**config.mk**
```make
export PLATFORM = sky130hd
export DESIGN_NAME = prog_loader
export DESIGN_NICKNAME = d
export VERILOG_FILES = /design/src/rtl/prog_loader.sv
export SDC_FILE = /design/constraint.sdc
export NUM_CORES = 1
export LEC_CHECK = 0
export ABC_AREA = 0
export CAP_MARGIN = 10
export CORE_AREA = 10 10 116 118
export CTS_CLUSTER_SIZE = 10
export DETAILED_ROUTE_END_ITERATION = 7
export DIE_AREA = 0 0 126 128
export PLACE_DENSITY = 0.52
export SYNTH_ARGS = -nofsm -noshare
export SYNTH_HDL_FRONTEND = slang
export SYNTH_SLANG_ARGS = --single-unit
```
**constraint.sdc**
```tcl
create_clock -name clk -period 2.3 [get_ports clk]
set_input_delay 0.575 -clock clk [delete_from_list [all_inputs] [get_ports clk]]
set_output_delay 0.575 -clock clk [all_outputs]
set_load 0.01 [all_outputs]
```
**src/rtl/prog_loader.sv**
```systemverilog
// Program loader: streams machine-code words into instruction memory, pulses
// the processor start, then times the run until cpu_done or a cycle limit.
module prog_loader #(
  parameter int              D         = 12,
  parameter int              W         = 9,
  parameter int              START_CYC = 2,
  parameter int              CW        = 24,
  parameter logic [CW-1:0]   MAX_CYC   = {CW{1'b1}}
) (
  input  logic          clk,
  input  logic          rst_n,
  input  logic          load_req,
  input  logic          in_valid,
  input  logic [W-1:0]  in_data,
  input  logic          in_last,
  output logic          in_ready,
  output logic          im_wr_en,
  output logic [D-1:0]  im_wr_addr,
  output logic [W-1:0]  im_wr_data,
  output logic          cpu_start,
  input  logic          cpu_done,
  output logic          busy,
  output logic          finished,
  output logic          timeout,
  output logic          overflow,
  output logic [D:0]    word_count,
  output logic [CW-1:0] cyc_count
);

  localparam int SW = (START_CYC > 1) ? $clog2(START_CYC) : 1;

  typedef enum logic [2:0] {IDLE, LOAD, START, RUN, FIN} state_e;

  state_e        state_q, state_d;
  logic [SW-1:0] sc_q, sc_d;
  logic          wr_en_q, wr_en_d;
  logic [D-1:0]  wr_addr_q, wr_addr_d;
  logic [W-1:0]  wr_data_q, wr_data_d;
  logic          start_q, start_d;
  logic          busy_q, busy_d;
  logic          fin_q, fin_d;
  logic          to_q, to_d;
  logic          ov_q, ov_d;
  logic [D:0]    wc_q, wc_d;
  logic [CW-1:0] cc_q, cc_d;

  always_comb begin
    state_d   = state_q;
    sc_d      = sc_q;
    wr_en_d   = 1'b0;
    wr_addr_d = wr_addr_q;
    wr_data_d = wr_data_q;
    to_d      = to_q;
    ov_d      = ov_q;
    wc_d      = wc_q;
    cc_d      = cc_q;
    case (state_q)
      IDLE, FIN: begin
        if (load_req) begin
          state_d = LOAD;
          wc_d    = '0;
          cc_d    = '0;
          to_d    = 1'b0;
          ov_d    = 1'b0;
        end
      end
      LOAD: begin
        if (in_valid) begin
          wr_en_d   = 1'b1;
          wr_addr_d = wc_q[D-1:0];
          wr_data_d = in_data;
          wc_d      = wc_q + (D+1)'(1);
          // Last slot filled without in_last: stop before the address wraps.
          if (in_last) begin
            state_d = START;
            sc_d    = '0;
          end else if (&wc_q[D-1:0]) begin
            state_d = START;
            sc_d    = '0;
            ov_d    = 1'b1;
          end
        end
      end
      START: begin
        if (sc_q == SW'(START_CYC - 1)) begin
          state_d = RUN;
          cc_d    = '0;
        end else begin
          sc_d = sc_q + SW'(1);
        end
      end
      RUN: begin
        // cpu_done wins over the cycle limit when both land together.
        if (cpu_done) begin
          state_d = FIN;
        end else if (cc_q == MAX_CYC) begin
          state_d = FIN;
          to_d    = 1'b1;
        end else begin
          cc_d = cc_q + CW'(1);
        end
      end
      default: state_d = IDLE;
    endcase
    start_d = (state_d == START);
    busy_d  = (state_d == LOAD) || (state_d == START) || (state_d == RUN);
    fin_d   = (state_d == FIN);
  end

  always_ff @(posedge clk or negedge rst_n) begin
    if (!rst_n) begin
      state_q   <= IDLE;
      sc_q      <= '0;
      wr_en_q   <= 1'b0;
      wr_addr_q <= '0;
      wr_data_q <= '0;
      start_q   <= 1'b0;
      busy_q    <= 1'b0;
      fin_q     <= 1'b0;
      to_q      <= 1'b0;
      ov_q      <= 1'b0;
      wc_q      <= '0;
      cc_q      <= '0;
    end else begin
      state_q   <= state_d;
      sc_q      <= sc_d;
      wr_en_q   <= wr_en_d;
      wr_addr_q <= wr_addr_d;
      wr_data_q <= wr_data_d;
      start_q   <= start_d;
      busy_q    <= busy_d;
      fin_q     <= fin_d;
      to_q      <= to_d;
      ov_q      <= ov_d;
      wc_q      <= wc_d;
      cc_q      <= cc_d;
    end
  end

  assign in_ready   = (state_q == LOAD);
  assign im_wr_en   = wr_en_q;
  assign im_wr_addr = wr_addr_q;
  assign im_wr_data = wr_data_q;
  assign cpu_start  = start_q;
  assign busy       = busy_q;
  assign finished   = fin_q;
  assign timeout    = to_q;
  assign overflow   = ov_q;
  assign word_count = wc_q;
  assign cyc_count  = cc_q;

endmodule

```
==> results.md, run 1 <==
- Remaining routing DRC violations: 0
- Fmax: 0.452 GHz
- Critical path startpoint category: flop
- Worst-Margin Slew: 0.458 ns
- Core ar.: 0.0112 mm^2
- Mapped Area: between 0.003 and 0.004 mm^2
- Post-DRT Antenna Nets: 0
- Hold Buf Count CTS: 0
- Share of cells above drive strength 1: 0.135
- Finished Cell Area: 0.00476 mm^2
- Register area share after synthesis: 0.516
- Post-Syn Instances: ~350
- Pwr dens: 894 mW/mm^2
- Top post-synthesis cells by area: dfrtp_1 (52%), nand2_1 (9.3%), nand3_1 (3.0%), a21oi_1 (2.7%), nor2_1 (2.5%)
- Routed wire per std cell: about 16 um
- Port Buf Inserts: 79
- Worst Path Required: 1.73 ns
- CTS Root Cell: clkbuf_16
- Max Cap Violations: 0
- Area leader, netlist: dfrtp_1
- Pleak: 0.00211 uW
- Setup ws final: 0.0886 ns
- Syn nets: between 300 and 400
- Hold Crit Class: primary input to async pin
- Post-synthesis cell type count: 48
- Slowest library cell on the worst path: clkdlybuf4s50_1
- Crit Path Max Fanout: 6
- Clock power frac: 0.350
- Syn_area_per_cell: 9.53 um^2
- Antenna diode count: 0
- Multi-input combinational cell area: 0.00149 mm^2
- Final Max Slew Viols: 0
- Kind of critical path: flop to output pin
- Synth top area share: 0.516
- CP Capture Type: output pin
- Power Internal: 2920 uW
- Grt ovf: 0
- Period minus WS final: 2.21 ns
- Slew margin rel.: 0.692
- Reg area: between 0.0015 and 0.002 mm^2
- Worst-path clk slew: approximately 0.06 ns
- Synth top cells by count: nand2_1 (82), dfrtp_1 (68), nor2_1 (22)
- Pin count of the biggest net entering global routing: 69
- Initial cell density of the core: 0.294
- Combinational power share: 0.292
- Ys async rst share: 1.00
- Gr usage total: 0.117
- Number of H-tree levels: 3
- Die H: 128 um
- Layout Skew: roughly 0.0071 ns
- WP data arrival: between 1.5 and 2 ns
- Switch Pwr: between 1000 and 1500 uW
- Status: complete, no violations
- # placed instances: 582
- Final Cycle Share: 0.961
- Final wirelength: 9.42 mm
- Post-detail-place hpwl: 6.80 mm
- Pre-CTS WS: -0.0882 ns
- Switching share of power: 0.313
- Setup violators final: 0
- Max clock buf depth: 2
- Sequential share of power: 0.358
- Site Rows: 39
- EDFF count, synth: 0
- # IOs: 80
- Die ar.: 0.0161 mm^2
- Yosys warns: 0
- Vias: 2939
- GPL Wtd Cong: 0.779
- DR vias/cell: 4.89
- CTS tree: yes
- Pwr Total: between 4000 and 5000 uW
- Number of CTS-inserted buffers: 9
- Die width: 126 um
- Vias in the first global route: 2845
- Top_reg_cell synth: dfrtp_1
- Sequence of cells on the critical path: nor3b_2 > buf_4 > clkdlybuf4s50_1
- Most frequent cell after synthesis: nand2_1
- Initial antenna violation count: 0
- Final net count: 470
- First-pass GRT wire length: 15.5 mm
- # clock sinks: 68
- # fillers: roughly 1100
- Placed cell area: 0.00441 mm^2
- Layout Area Growth over Synthesis: 44.3%
- Final core occ: 0.424
- Register bit count reported by yosys: 68
- Clock Latency Late Sink: 0.33 ns
- Final Hold Vio Count: 0
- Non-filler cells, final: 601
- DRT Pass-1 Iters: 4
- 1st-iter DRT viols: about 190
- Critical path's largest stage delay: 0.53 ns
- Worst vdd ir: 0.411 mV
- RSZ-0062 raised after global routing: false
==> state kept, by name, summed over array words and instances, names as in the netlist <==
| name | cells |
|---|---|
| cyc_count | 24 |
| busy | 1 |
| im_wr_en | 1 |
| finished | 1 |
| im_wr_addr | 12 |
| timeout | 1 |
| state_q | 3 |
| word_count | 13 |
| im_wr_data | 9 |
| overflow | 1 |
| sc_q | 1 |
| cpu_start | 1 |
==> routing by layer <==
metal  up-vias  track usage  part of all wire
met2        77        0.172              0.43
met3         7       0.0459             0.070
met5         -            0                 0
met4         0       0.0301            0.0092
li1       1439            -                 -
met1      1416        0.156              0.49
==> final cells by class <==
type	count	share of cell area
clock buffers	10	0.0481
clock inverters	6	0.0187
inverters	10	0.00789
multi-input cells	256	0.314
flip-flops and latches	68	0.358
well taps	143	0.0376
repair buffers	108	0.216
==> timing repair <==
action | 4_1_cts | 5_1_grt
buffers inserted | 0 | 3
resized for setup | 1 | 1
setup endpoints to repair | 1 | 1
pin swaps | 0 | 0
==> metrics by stage <==
stage               TNS, ns  hold slack (ns)
floorplan                 0            0.279
global placement     -0.173            0.456
detailed placement   -0.277            0.462
CTS                       0            0.282
global route              0            0.292
finish                    0            0.259
==> kinds of logic (layout without fill, tap and decap cells) <==
logic type                 count (synthesis)  count (layout)  share of synthesized area
AOI/OAI and AO/OA                         56              56                      0.108
xor gates and xnor gates                  13              13                     0.0345
adders and majority gates                  2               2                    0.00759
buffers and inverters                     22             134                     0.0326
DFF                                       68              68                      0.516
muxes                                      2               2                    0.00607
and+or+nand+nor                          183             183                      0.295
==> path summary, 6_finish.rpt <==
| path | from | to | slack, ns | cells after the start |
|---|---|---|---|---|
| hold reg to reg | im_wr_data[0] | im_wr_data[0] | 0.47 | 2 |
| setup / recovery | state_q[2] | in_ready | 0.09 | 3 |
| min in group clk | im_wr_data[0] | im_wr_data[0] | 0.47 | 2 |
| setup reg to reg | cyc_count[13] | busy | 0.21 | 6 |
| hold / removal | rst_n | im_wr_data[5] | 0.26 | 2 |
| max in group asynchronous | rst_n | state_q[0] | 1.72 | 2 |
==> power groups by stage <==
stage               combinational (uW)  sequential, uW  clock (uW)
detailed placement                1210            1560           0
finish                            1240            1520        1490
CTS                               1210            1540        1520
global placement                  1200            1560           0
floorplan                          514            1590           0
global route                      1380            1550        1580
==> cells in the final DEF, fill, tap and decap left out, types with 2 or more instances in the layout <==
cell,instances
nand2_1,82
clkdlybuf4s50_1,78
dfrtp_1,67
buf_4,27
nor2_1,22
nand3_1,20
a21oi_1,18
o21ai_0,14
inv_1,10
o31ai_1,10
nand4_1,9
clkbuf_16,9
or4_1,8
nand2b_1,7
xnor2_1,7
xor2_1,6
and4_1,5
and2_1,4
o211ai_1,4
nand3b_1,3
and3_1,3
nor4_1,3
nand4_4,2
nor4_4,2
a31oi_1,2
or2_2,2
mux2i_1,2
or4_2,2
ha_1,2
clkinvlp_4,2
bufinv_16,2
buf_12,2
==> critical path, delay by kind of cell (launching register included) <==
kind                   cells  cell delay, ns
DFF                        1            0.44
buffers and inverters      2            0.67
and+or+nand+nor            1            0.19
Note: power is estimated with default switching activity, not from simulation.
==> run 2, diff against run 1 <==
PLACE_DENSITY = 0.57   (was 0.52)
==> run 2 against run 1 <==
  * Clock power decreased by 15%
  * Die area unchanged
  * Cell count decreased by 0.67%
  * Flip-flop and latch count did not move
  * Routed wire length rose by 2.3%
  * Setup slack worse by 0.0023 ns
  * Via count grew 0.51%
  * Critical path type unchanged
  * Critical endpoint unchanged
==> results.md, run 2 (synthesized netlist as in run 1, its figures left out) <==
- Status: complete, no violations
- Hold Crit Class: primary input to async pin
- Worst vdd ir: 0.488 mV
- Crit Path Max Fanout: 6
- Grt ovf: 0
- Combinational power share: 0.301
- Die width: 126 um
- Vias: around 3000
- Routed wire per std cell: around 16 um
- RSZ-0062 raised after global routing: false
- Vias in the first global route: 2971
- Setup violators final: 0
- Max Cap Violations: 0
- Initial cell density of the core: 0.294
- Worst-Margin Slew: 0.444 ns
- Slew margin rel.: 0.702
- Final wirelength: between 9 and 10 mm
- GPL Wtd Cong: 0.806
- Period minus WS final: 2.21 ns
- # clock sinks: 68
- First-pass GRT wire length: ~16 mm
- Reg-to-reg endpoint: cyc_count[22]
- Layout Skew: roughly 0.0084 ns
- Post-detail-place hpwl: 7.04 mm
- Sequential share of power: 0.383
- Reg2reg path depth: 6
- Final Hold Vio Count: 0
- Post-DRT Antenna Nets: 0
- Final Max Slew Viols: 0
- Switch Pwr: 1310 uW
- Final core occ: 0.416
- Gr usage total: 0.118
- Pwr dens: between 800 and 900 mW/mm^2
- DR vias/cell: 4.95
- Reg area: 0.00170 mm^2
- Pin count of the biggest net entering global routing: 40
- DRT Pass-1 Iters: 4
- Power Internal: between 2000 and 3000 uW
- Max reg flops: 24
- 1st-iter DRT viols: approximately 190
- Site Rows: 39
- Switching share of power: 0.329
- Number of H-tree levels: 3
- Pleak: 0.00208 uW
- Core ar.: 0.0112 mm^2
- # fillers: 1134
- Crit. Startpoint: state_q[2]
- Number of CTS-inserted buffers: 9
- Layout Area Growth over Synthesis: 41.7%
- Final net count: approximately 470
- Clock Latency Late Sink: ~0.33 ns
- Final Cycle Share: 0.962
- Worst-path clk slew: around 0.050 ns
- Die H: 128 um
- Antenna diode count: 0
- Fmax: about 0.45 GHz
- Commonest non-fill, non-tap cells in the layout: nand2_1 (82), clkdlybuf4s50_1 (78), dfrtp_1 (68)
- Multi-input combinational cell area: 0.00150 mm^2
- Clock power frac: 0.316
- # IOs: 80
- Most common cell after layout, fill and taps aside: nand2_1
- Die ar.: 0.0161 mm^2
- Initial antenna violation count: 0
- Worst Path Required: 1.73 ns
- CTS tree: yes
- CP Capture Type: output pin
- Worst R2R Start: cyc_count[0]
- Max clock buf depth: 2
- FF-to-FF setup slack: about 0.20 ns
- Kind of critical path: flop to output pin
- Worst setup path endpoint: in_ready
- WP data arrival: 1.64 ns
- Remaining routing DRC violations: 0
- Critical path startpoint category: flop
- Hold Buf Count CTS: 0
- Share of cells above drive strength 1: 0.126
- Fin Hold WS: about 0.18 ns
- Port Buf Inserts: 79
- CTS Root Cell: clkbuf_16
==> run 2: cell count changes in the layout (fill, tap and decap cells not counted), sizes merged <==
cell / previous run / this run
clkbuf: 10 / 11
clkinvlp: 2 / 1
buf: 30 / 26
clkinv: 2 / 4
bufinv: 2 / 0
==> run 2: area by class of cell <==
cell class              instances  share of cell area
inverters                      10             0.00803
clock buffers                  11              0.0519
multi-input cells             256               0.321
repair buffers                104               0.211
well taps                     143              0.0383
flip-flops and latches         68               0.364
clock inverters                 5             0.00589
==> run 2: worst min-delay path by stage <==
| stage | endpoint | slack (ns) | depth (start not counted) |
|---|---|---|---|
| after floorplan | busy | 0.28 | 0 |
| after global placement | im_wr_addr[10] | 0.46 | 2 |
| after detailed placement | im_wr_data[3] | 0.46 | 2 |
| after CTS | im_wr_data[0] | 0.17 | 1 |
| after global routing | im_wr_data[0] | 0.19 | 1 |
| final | im_wr_addr[10] | 0.18 | 1 |
==> run 2: per-layer routing <==
metal / wire length (um) / up-vias / track usage
li1: - / 1432 / -
met1: 4650 / 1426 / 0.150
met5: 0 / - / 0
met4: 102 / 0 / 0.0362
met2: 4220 / 88 / 0.181
met3: 670 / 8 / 0.0467
==> run 2: per-stage QoR <==
stage | power [uW] | setup slack [ns] | area, um^2 | setup TNS (ns) | std cells
after floorplan | 2110 | 0.359 | 3300 | 0 | 346
after global placement | 2730 | -0.0568 | 4390 | -0.214 | 581
after detailed placement | 2750 | -0.154 | 4390 | -0.763 | 581
after CTS | 4050 | 0.0200 | 4670 | 0 | 597
after global routing | 4240 | 0.0292 | 4670 | 0 | 597
final | 3990 | 0.0863 | 4670 | 0 | 597
==> run 2: worst max-delay path, stage by stage, from the launching register on <==
cell and delay [ns]:
dfrtp_1 0.45, nor3b_4 0.28, clkdlybuf4s50_1 0.58
==> run 2: repair_timing <==
| action | CTS | global route |
|---|---|---|
| setup endpoints to repair | 1 | 1 |
| gates cloned | 0 | 0 |
| setup buffers | 0 | 0 |
| resized for setup | 1 | 1 |
==> run 2: power by group through the flow <==
stage | Combinational (uW) | Sequential, uW | Clock, uW
floorplan | 514 | 1590 | 0
global placement | 1190 | 1530 | 0
detailed placement | 1210 | 1540 | 0
CTS | 1220 | 1520 | 1300
global route | 1330 | 1560 | 1350
finish | 1200 | 1530 | 1260
==> run 3, diff against run 2 <==
MAX_ROUTING_LAYER = met4   (was not set)
==> run 3 against run 2 <==
  * Register-to-register slack barely moved
  * First-iteration DRC count rose by 15%
  * Flip-flop and latch count did not move
  * Die area did not move
  * Critical path depth did not move
  * Combinational power barely moved
  * Core utilization did not move
==> results.md, run 3 (synthesized netlist as in run 1, its figures left out) <==
- Status: complete, no violations
- Crit Path Max Fanout: 6
- CP Capture Type: output pin
- Vias in the first global route: ~3000
- Worst Path Required: about 1.7 ns
- Fmax: 0.451 GHz
- Post-DRT Antenna Nets: 0
- Max Cap Violations: 0
- Kind of critical path: flop to output pin
- Core ar.: roughly 0.011 mm^2
- Period minus WS final: 2.22 ns
- Final wirelength: between 9 and 10 mm
- Worst-Margin Slew: ~0.44 ns
- Share of cells above drive strength 1: 0.126
- Max reg flops: 24
- Final Cycle Share: 0.964
- DR vias/cell: roughly 5
- Critical path startpoint category: flop
- Pre-CTS WS: -0.154 ns
- Vias: 2976
- Site Rows: 39
- Routed wire per std cell: 16.1 um
- Pwr dens: 854 mW/mm^2
- Final Hold Vio Count: 0
- Die width: 126 um
- Placed cell area: roughly 0.0044 mm^2
- CTS Root Cell: clkbuf_16
- Pleak: 0.00208 uW
- Setup ws final: 0.0829 ns
- Commonest non-fill, non-tap cells in the layout: nand2_1 (82), clkdlybuf4s50_1 (78), dfrtp_1 (68)
- Pin count of the biggest net entering global routing: 40
- Clock Latency Late Sink: approximately 0.33 ns
- Max clock buf depth: 2
- Final Max Slew Viols: 0
- Setup TNS: 0 ns
- # IOs: 80
- Final net count: 466
- Fin Hold WS: around 0.18 ns
- Worst vdd ir: slightly below 0.5 mV
- Number of CTS-inserted buffers: 9
- WP data arrival: 1.64 ns
- Setup violators final: 0
- Slew margin rel.: 0.706
- Hold Crit Class: primary input to async pin
- GPL Wtd Cong: 0.817
- Gr usage total: 0.122
- RSZ-0062 raised after global routing: false
- Number of H-tree levels: 3
- Finished Cell Area: approximately 0.0047 mm^2
- Grt ovf: 0
- Remaining routing DRC violations: 0
- Final core occ: 0.416
- Die H: about 130 um
- Antenna diode count: 0
- Initial cell density of the core: 0.294
- 1st-iter DRT viols: 220
- CTS tree: yes
- Most common cell after layout, fill and taps aside: nand2_1
- Layout Area Growth over Synthesis: 41.7%
- Post-detail-place hpwl: 7.04 mm
- Layout Skew: 0.00732 ns
- Initial antenna violation count: 0
- Worst-path clk slew: ~0.05 ns
- DRT Pass-1 Iters: 4
- First-pass GRT wire length: 15.6 mm
- Port Buf Inserts: 79
- Die ar.: 0.0161 mm^2
- Setup bufs post-CTS: 0
- # clock sinks: 68
## run 3: cell counts in the layout (fill, tap and decap cells not counted)
Identical to the previous run, type by type.
## run 3: through the flow
step                std cells  total power [uW]
floorplan                 346              2110
global placement          581              2730
detailed placement        581              2750
CTS                       597              4050
global route              597              4240
finish                    597              3990
## run 3: layout make-up
class,count,area [um^2]
fill,1134,6550
sequential,68,1700
multi-input combinational,256,1500
timing repair buffer,104,986
clock buffer,11,243
tap,143,179
inverter,10,37.5
clock inverter,5,27.5
## run 3: repair_timing
item,4_1_cts,5_1_grt
pin swaps,0,0
hold buffers,0,0
endpoints found under the setup margin,1,1
resized for setup,1,1
## run 3: worst max-delay path, stage by stage, from the launching register on
cell	delay (ns)
dfrtp_1	0.45
nor3b_4	0.28
clkdlybuf4s50_1	0.59
## run 3: worst paths after layout
check | endpoint | cells past startpoint | slack [ns] | startpoint
worst min register to register | im_wr_data[3] | 2 | 0.47 | im_wr_data[3]
worst max-delay path | in_ready | 2 | 0.08 | state_q[2]
max in group asynchronous | cyc_count[15] | 2 | 1.57 | rst_n
worst max register to register | cyc_count[22] | 6 | 0.19 | cyc_count[0]
worst min-delay path | im_wr_addr[11] | 1 | 0.18 | rst_n
min in group clk | im_wr_data[3] | 2 | 0.47 | im_wr_data[3]
## run 3: layer usage
metal  track usage  share of wire  up-vias  wire (um)
met3        0.0360          0.049       13        469
li1              -              -     1428          -
met4        0.0362          0.016        0        155
met2         0.181           0.43       90       4130
met1         0.157           0.51     1445       4870
met5             -              0        -          0
## run 3: where the power goes
part           internal [uW]  switching [uW]
Sequential              1380             149
Combinational            547             656
Clock                    751             508
